--- config.mk ---
export PLATFORM = sky130hd
export DESIGN_NAME = contador_secuencia_prog
export DESIGN_NICKNAME = d
export VERILOG_FILES = /design/src/rtl/contador_secuencia_prog.sv
export SDC_FILE = /design/constraint.sdc
export NUM_CORES = 1
export LEC_CHECK = 0
export CORE_MARGIN = 2
export CORE_UTILIZATION = 54
export CTS_CLUSTER_DIAMETER = 30
export DETAILED_ROUTE_END_ITERATION = 10
export GPL_TIMING_DRIVEN = 0
export PLACE_DENSITY = 0.88
export REMOVE_ABC_BUFFERS = 1
export SLEW_MARGIN = 20
export SYNTH_ARGS = -nofsm -noshare
export SYNTH_HDL_FRONTEND = slang
export SYNTH_SLANG_ARGS = --single-unit
--- constraint.sdc ---
create_clock -name C -period 1.8 [get_ports C]
set_input_delay 0.18 -clock C [delete_from_list [all_inputs] [get_ports C]]
set_output_delay 0.18 -clock C [all_outputs]
set_load 0.03 [all_outputs]
--- src/rtl/contador_secuencia_prog.sv ---
// rtl/contador_secuencia_prog.sv - programmable-sequence counter over a writable table; optional macro CONT_DOWN_EN adds D and backward stepping
module contador_secuencia_prog #(
  parameter  int WIDTH = 4,
  parameter  int DEPTH = 8,
  localparam int IW    = (DEPTH > 2) ? $clog2(DEPTH) : 1
) (
  input  logic             C,
  input  logic             R,
  input  logic             EN,
`ifdef CONT_DOWN_EN
  input  logic             D,
`endif
  input  logic             LD,
  input  logic [IW-1:0]    LIDX,
  input  logic [IW-1:0]    LAST,
  input  logic             WE,
  input  logic [IW-1:0]    WA,
  input  logic [WIDTH-1:0] WD,
  output logic [WIDTH-1:0] Q,
  output logic [IW-1:0]    IDX,
  output logic             TC
);

  localparam logic [IW-1:0] MAX_IDX = IW'(DEPTH - 1);

  logic [IW-1:0]    r_idx;
  logic [WIDTH-1:0] r_table [DEPTH];

  logic [IW-1:0] w_last;
  logic          w_wa_ok;
  logic          w_fwd_term;
  logic          w_term;
  logic [IW-1:0] w_idx_nxt;

  // With a power-of-two depth every encodable LAST/WA is in range, so no clamp is built.
  generate
    if ((1 << IW) == DEPTH) begin : g_full
      assign w_last  = LAST;
      assign w_wa_ok = 1'b1;
    end else begin : g_partial
      assign w_last  = (LAST > MAX_IDX) ? MAX_IDX : LAST;
      assign w_wa_ok = (WA <= MAX_IDX);
    end
  endgenerate

  assign w_fwd_term = (r_idx >= w_last);

`ifdef CONT_DOWN_EN
  logic w_bwd_term;
  assign w_bwd_term = (r_idx == '0) || (r_idx > w_last);
  assign w_term     = D ? w_bwd_term : w_fwd_term;

  always_comb begin
    w_idx_nxt = r_idx;
    if (LD) begin
      w_idx_nxt = (LIDX <= w_last) ? LIDX : '0;
    end else if (EN) begin
      if (D) w_idx_nxt = w_bwd_term ? w_last : r_idx - IW'(1);
      else   w_idx_nxt = w_fwd_term ? '0 : r_idx + IW'(1);
    end
  end
`else
  assign w_term = w_fwd_term;

  always_comb begin
    w_idx_nxt = r_idx;
    if (LD) begin
      w_idx_nxt = (LIDX <= w_last) ? LIDX : '0;
    end else if (EN) begin
      w_idx_nxt = w_fwd_term ? '0 : r_idx + IW'(1);
    end
  end
`endif

  always_ff @(posedge C or posedge R) begin
    if (R) r_idx <= '0;
    else   r_idx <= w_idx_nxt;
  end

  always_ff @(posedge C or posedge R) begin
    if (R) begin
      for (int i = 0; i < DEPTH; i++) r_table[i] <= WIDTH'(i);
    end else if (WE && w_wa_ok) begin
      r_table[WA] <= WD;
    end
  end

  assign Q   = r_table[r_idx];
  assign IDX = r_idx;
  // R masks TC because LAST=0 makes index 0 terminal even while held in reset.
  assign TC  = EN & ~LD & w_term & ~R;

endmodule
# Word level (Yosys, flattened, before mapping)
# Index checks and enable logic that the tools add are counted.
# op_classes
n_addsub,1
multipliers,0
div,0
magnitude_cmp,5
n_eq_ne,0
n_shift,0
mux,10
bitwise,7
reduce_logical,2
# ops
cell,n
$bwmux 32,1
$bmux 4 s3,1
$demux 4 s3,1
$mux 3,4
$mux 4,3
$ge 4x4->1 const B,2
$not 3->4,2
$lt 4x1->1 const B,1
$add 3x1->3 const B,1
$and 1x1->1,3
$ge 3x3->1,1
$le 3x3->1,1
$not 1->1,2
$reduce_bool 2->1,1
$logic_and 1x1->1,1
# totals
register_bits,35
latch_bits,0
ramBits,0
mem_bits_ro,0
input_bits,18
output_inout_bits,8
n_memories,0

# Logic depth before layout (Yosys ltp)
# Gate-level depths: netlist (run 1).
# depth
depth_word,6
mapped_depth,7

# Worst setup path before layout (run 1)
# No wires, ideal clock.
# synth_path
path_type,reg-to-output
from,reg r_idx[0] (netlist: IDX[0])
to,out TC
t_arrival_ns,2.190
required_time_ns,1.620
path_slack_ns,-0.570
path_stages_with_launch,7
n_path_buf,1
path_cell_list,dfrtp_1 > buf_6 > inv_1 > ha_1 > nand2b_1 > a31oi_1 > nor4_1
# synth_between
elab_chain_cells,3
# synth_lines
element,line,rtl
from (decl),26,logic [IW-1:0] r_idx;
from (signal assigned),77,else r_idx <= w_idx_nxt;
$ge 3x3->1,46,assign w_fwd_term = (r_idx >= w_last);
$and 1x1->1 (2 in a row),91,assign TC = EN & ~LD & w_term & ~R;
to (decl),21,output logic TC
# No other way between the ends.

# Worst setup path after layout (run 1)
# layout_path
from,reg r_idx[0] (netlist: IDX[0])
to,out Q[0]
# layout_between
elab_chain_cells,4
# layout_lines
element,line,rtl
$not 3->4 (not written as such),88,assign Q = r_table[r_idx];
$bmux 4 s3,88,
$mux 4 (not written as such) (2 in a row),88,
to (decl),19,"output logic [WIDTH-1:0] Q,"
# No other way between the ends. The select of a mux whose other input is x is not followed.

==> results of run 1 <==
[metrics by stage]
stage	area [sq um]	power [uW]
2_1_floorplan	1821	1576
3_3_place_gp	2128	1792
3_5_place_dp	2128	1838
4_1_cts	2247	2336
5_1_grt	2288	2487
6_report	2288	2354
[routing by layer]
metal | vias to the layer above | wire [um] | GRT usage
met5 | - | 0 | 0
met4 | 0 | 130 | 0.1194
met3 | 16 | 249 | 0.06703
met2 | 53 | 2009 | 0.3845
met1 | 644 | 1609 | 0.2639
li1 | 561 | - | -
[final timing paths]
| kind | startpoint | end | slack, ns | depth (start not counted) |
|---|---|---|---|---|
| setup reg to reg | IDX[0]$_DFFE_PP0P_ | IDX[2]$_DFFE_PP0P_ | 0.10 | 7 |
| hold reg to reg | r_table[13]$_DFFE_PP0P_ | r_table[13]$_DFFE_PP0P_ | 0.52 | 1 |
| hold / removal | R | IDX[2]$_DFFE_PP0P_ | 0.33 | 2 |
| min in group C | LIDX[0] | IDX[0]$_DFFE_PP0P_ | 0.49 | 3 |
| max in group asynchronous | R | IDX[0]$_DFFE_PP0P_ | 0.99 | 2 |
| setup / recovery | IDX[0]$_DFFE_PP0P_ | Q[0] | -0.25 | 4 |
[cells in the final DEF (no fill, tap or decap), drive strengths merged, types with 2 or more instances in the layout]
cell,synthesis,layout
clkdlybuf4s50,0,17
a21oi,3,3
mux2,36,36
o21ai,3,3
nor3,2,2
dlymetal6s2s,0,2
nand2b,3,3
dfstp,12,12
buf,1,12
nand4b,3,3
inv,8,8
nor3b,2,2
nand3,2,2
mux4,8,8
dfrtp,23,23
nand4,2,2
ha,7,7
o211ai,2,2
clkbuf,2,9
[cell families after synthesis]
kind of cell	after synthesis	synth area share
and+or+nand+nor	18	0.07211
muxes	44	0.3245
DFF	35	0.4844
AOI/OAI and AO/OA	13	0.04490
buffers and inverters	11	0.02653
adders and majority gates	7	0.04762
[report_power, final]
part           internal [uW]  total, uW  switching (uW)
combinational            489        857             367
sequential               999       1100             103
clock                    155        396             240
[sequential cells by signal, indices dropped and copies added (netlist names)]
signal	count
IDX	3
r_table	32
[worst max-delay path: cells and delay by family, from the launching register on]
family | cells | cell delay, ns
mux | 2 | 0.80
buf+inv | 2 | 0.28
flops | 1 | 0.46
[layout make-up]
type / instances / area [sq um] / share of cell area
Inverter: 8 / 30.03 / 0.01312
Tap cell: 46 / 57.56 / 0.02515
Multi-Input combinational cell: 82 / 928.4 / 0.4057
Timing Repair Buffer: 33 / 329.1 / 0.1438
Sequential cell: 35 / 894.6 / 0.3909
Clock buffer: 8 / 48.80 / 0.02132
[timing repair]
| action | 4_1_cts | 5_1_grt |
|---|---|---|
| endpoints found under the hold margin | 0 | 0 |
| hold buffers | 0 | 0 |
| setup buffers | 5 | 3 |
| endpoints found under the setup margin | 11 | 7 |
| pin swaps | 1 | 1 |
| gates resized for setup | 47 | 4 |
==> flow_summary.toml, run 1 <==
[setup_path]
required_ns = 1.62
critPathArrivalTime_ns = 1.87
crit_top_cell = "buf_6"
endpoint_kind = "output port"
worstSetupStartpointType = "flip-flop"
crit_slowest_cell = "mux4_2"
path_class = "flip-flop to output port"
crit_fanout = 5
cpPeakStageDelay_ns = 0.50
cp_cell_sequence = "buf_6 -> mux4_2 -> mux2_4 -> buf_6"

[power_and_ir_drop]
peakVddDrop_v = 0.0006038
p_leak_uw = 0.0009666
p_per_area_nw_per_um2 = 1029

[synthesis]
synth_area_leader_cell = "dfrtp_1"
syn_area_per_cell_sq_um = 14.37
syn_area_sq_um = 1839
async_flop_share = 1.000
synth-edff-count = 0
synth.ff_latch_count = 35
ys_types = 27
yosysTopAreaCellShare = 0.3129
synth-warning-count = 0
synthTopCellsByArea = "dfrtp_1, mux2_2, dfstp_2"
yosysMostFrequentCell = "mux2_2"
ys.flop_type = "dfrtp_1"
synth_seq_area_share = 0.4844
netlist_instances = 128
synth_commonest_cells = "mux2_2, dfrtp_1, dfstp_2, inv_1, ha_1"

[sta]
min_period_over_period = 1.141
maxSlewViolCount = 0
finalCriticalPeriod_ns = 2.053
fin_skew_ns = 0.001145
rsz0062_at_grt = "yes"
fmax_mhz = 487.1
timing.max_slew.rel_slack = 0.5301
tns_ns = -1.092
hold_viol = 0
setup_slack_ns = -0.2529
tightestPinTransition_ns = 0.7038
setup_viol = 5
whs_ns = 0.3295

[drt]
num_vias = 1274
ant_nets = 0
drt_iter0_drc = 90
dr.pass1.iters = 4
viasPerCell = 6.009
wire_per_inst_um = 18.86
routed_wl_mm = 3.998
post-route-drc-count = 0

[global_route]
grt_max_degree = 36
grt_usage = 0.2279
grt-ovfl-total = 0
first_global_vias = 1326
antenna_found_initial = 0
grt_pass1_wl_mm = 6.506

[clocking]
numClockSinks = 35
clock_path_buffers = 2
cts_tree = "done"
numCtsBuffers = 5
clkTransAtPathRegs_ns = 0.10
htreeDepth = 2
cts_root_buf = "clkbuf_4"
clk_latency_ns = 0.34

[layout]
area_growth_pct = 24.42
antenna_cells = 0
final_nets = 190
fillers = 240
drive_above_1_share = 0.5120
final_cells = 212
post-route-util = 0.6912

[die]
core_area_sq_um = 3311
die_h_um = 62.36
die_area_sq_um = 3889
ioPinCount = 26
placementRows = 21
initial_core_util = 0.5556
die_w_um = 62.36

[status]
violations = "negative setup slack"
outcome = "finished, violations left"

[flow_run]
drv_cap = 0

[worst_hold_path]
min_path_type = "input port to async pin"

[placed_design]
dp_cells = 196
gp_congestion = 0.7336
port_buffers = 25
dpl.hpwl_mm = 2.574
pre_cts_ws_ns = -0.7202
Power figures use the tool's default switching activity.
==> run 2, diff against run 1 <==
CORE_ASPECT_RATIO = 2   (was default)
==> flow_summary.toml, run 2 (synthesis gave the netlist of run 1 again) <==
[status]
outcome = "finished, violations left"
violations = "negative setup slack"

[sta]
min_period_over_period = 1.127
timing.max_slew.rel_slack = 0.5232
hold_viol = 0
fin_skew_ns = 0.0007313
setup_viol = 5
maxSlewViolCount = 0
setup_slack_ns = -0.2291
finalCriticalPeriod_ns = 2.029
fmax_mhz = 492.8
tightestPinTransition_ns = 0.7141
rsz0062_at_grt = "yes"
tns_ns = -0.9882

[global_route]
antenna_found_initial = 0
grt_max_degree = 36
first_global_vias = 1444
grt_usage = 0.2552
grt_pass1_wl_mm = 7.003
grt-ovfl-total = 0

[drt]
num_vias = 1304
viasPerCell = 6.619
routed_wl_mm = 4.324
dr.pass1.iters = 4
wire_per_inst_um = 21.95
ant_nets = 0
drt_iter0_drc = 37
post-route-drc-count = 0

[die]
initial_core_util = 0.5506
placementRows = 30
die_area_sq_um = 3917
ioPinCount = 26
die_w_um = 45.27
die_h_um = 86.54
core_area_sq_um = 3341

[clocking]
htreeDepth = 2
numCtsBuffers = 5
clk_latency_ns = 0.29
clkTransAtPathRegs_ns = 0.07
cts_root_buf = "clkbuf_8"
clock_path_buffers = 2
cts_hold_buf = 0
numClockSinks = 35
cts_tree = "done"

[setup_path]
endpoint_kind = "output port"
worstSetupStartpointType = "flip-flop"
path_class = "flip-flop to output port"
critPathArrivalTime_ns = 1.85
rr_endpoint = "IDX[2]$_DFFE_PP0P_"
reg2reg_depth = 7
rrSetupSlack_ns = 0.04
crit_fanout = 6
regToRegStartpoint = "IDX[0]$_DFFE_PP0P_"
required_ns = 1.62

[layout]
fillers = 240
register_area_sq_um = 897.1
mostFrequentLayoutCells = "mux2_2, dfrtp_1, clkdlybuf4s50_1"
largest_reg_flops = 32
post-route-util = 0.6948
antenna_cells = 0
mostFrequentLayoutCell = "mux2_2"
area_growth_pct = 26.19
multi_input_area_sq_um = 953.4
largest_register = "r_table"
final_nets = 189
stdcell_area_sq_um = 2321
drive_above_1_share = 0.5152

[flow_run]
drv_cap = 0

[placed_design]
port_buffers = 25
dpl.hpwl_mm = 2.972
gp_congestion = 0.7852
pre_cts_ws_ns = -0.8612
dpl-instance-area_sq_um = 2111

[power_and_ir_drop]
power_uw = 2531
peakVddDrop_v = 0.0007893
p_leak_uw = 0.0009696
p_per_area_nw_per_um2 = 1090

[worst_hold_path]
min_path_type = "input port to async pin"
==> run 2: cell count changes in the layout (fill, tap and decap cells not counted), sizes merged <==
cell and delta:
clkbuf -2, clkdlybuf4s50 +2, clkinv +1, dlygate4sd2 -1, dlymetal6s2s -1
==> run 2: cell type report <==
type / instances / share of cell area
Clock buffer: 7 / 0.03288
Clock inverter: 1 / 0.002156
Inverter: 8 / 0.01294
Multi-Input combinational cell: 82 / 0.4108
Sequential cell: 35 / 0.3865
Tap cell: 32 / 0.01725
Timing Repair Buffer: 32 / 0.1375
==> run 2: layer usage <==
metal | up-vias | global-route usage | share of wire
met4 | 0 | 0.1123 | 0.028
met5 | - | 0 | 0
li1 | 562 | - | -
met1 | 672 | 0.2782 | 0.35
met2 | 57 | 0.4558 | 0.57
met3 | 13 | 0.04583 | 0.045
==> run 2: report_power, final <==
part           internal, uW  total [uW]  switching (uW)
Sequential             1000        1130             126
Clock                   271         538             267
Combinational           498         864             366
Total                  1770        2530             759
==> run 2: per-stage QoR <==
stage	hold WS, ns	instances
floorplan	0.2667	125
global placement	0.4791	182
detailed placement	0.4896	182
finish	0.4070	197
global route	0.4710	197
CTS	0.4144	194
==> run 2: worst max-delay path by stage <==
stage	endpoint	start
2_1_floorplan	TC	IDX[0]$_DFFE_PP0P_
3_3_place_gp	TC	IDX[0]$_DFFE_PP0P_
3_5_place_dp	TC	IDX[0]$_DFFE_PP0P_
4_1_cts	Q[2]	IDX[0]$_DFFE_PP0P_
5_1_grt	Q[2]	IDX[0]$_DFFE_PP0P_
6_report	Q[2]	IDX[0]$_DFFE_PP0P_
==> run 2: timing repair <==
| item | in CTS | in global routing |
|---|---|---|
| endpoints found under the hold margin | 0 | 0 |
| pin swaps | 1 | 1 |
| resized for setup | 49 | 5 |
| endpoints found under the setup margin | 10 | 9 |
| buffers inserted | 4 | 3 |
==> run 2: critical path, cell delays in order, from the launching register on <==
cell     delay [ns]
dfrtp_4        0.48
buf_6          0.12
mux4_2         0.53
mux2_4         0.29
buf_6          0.14
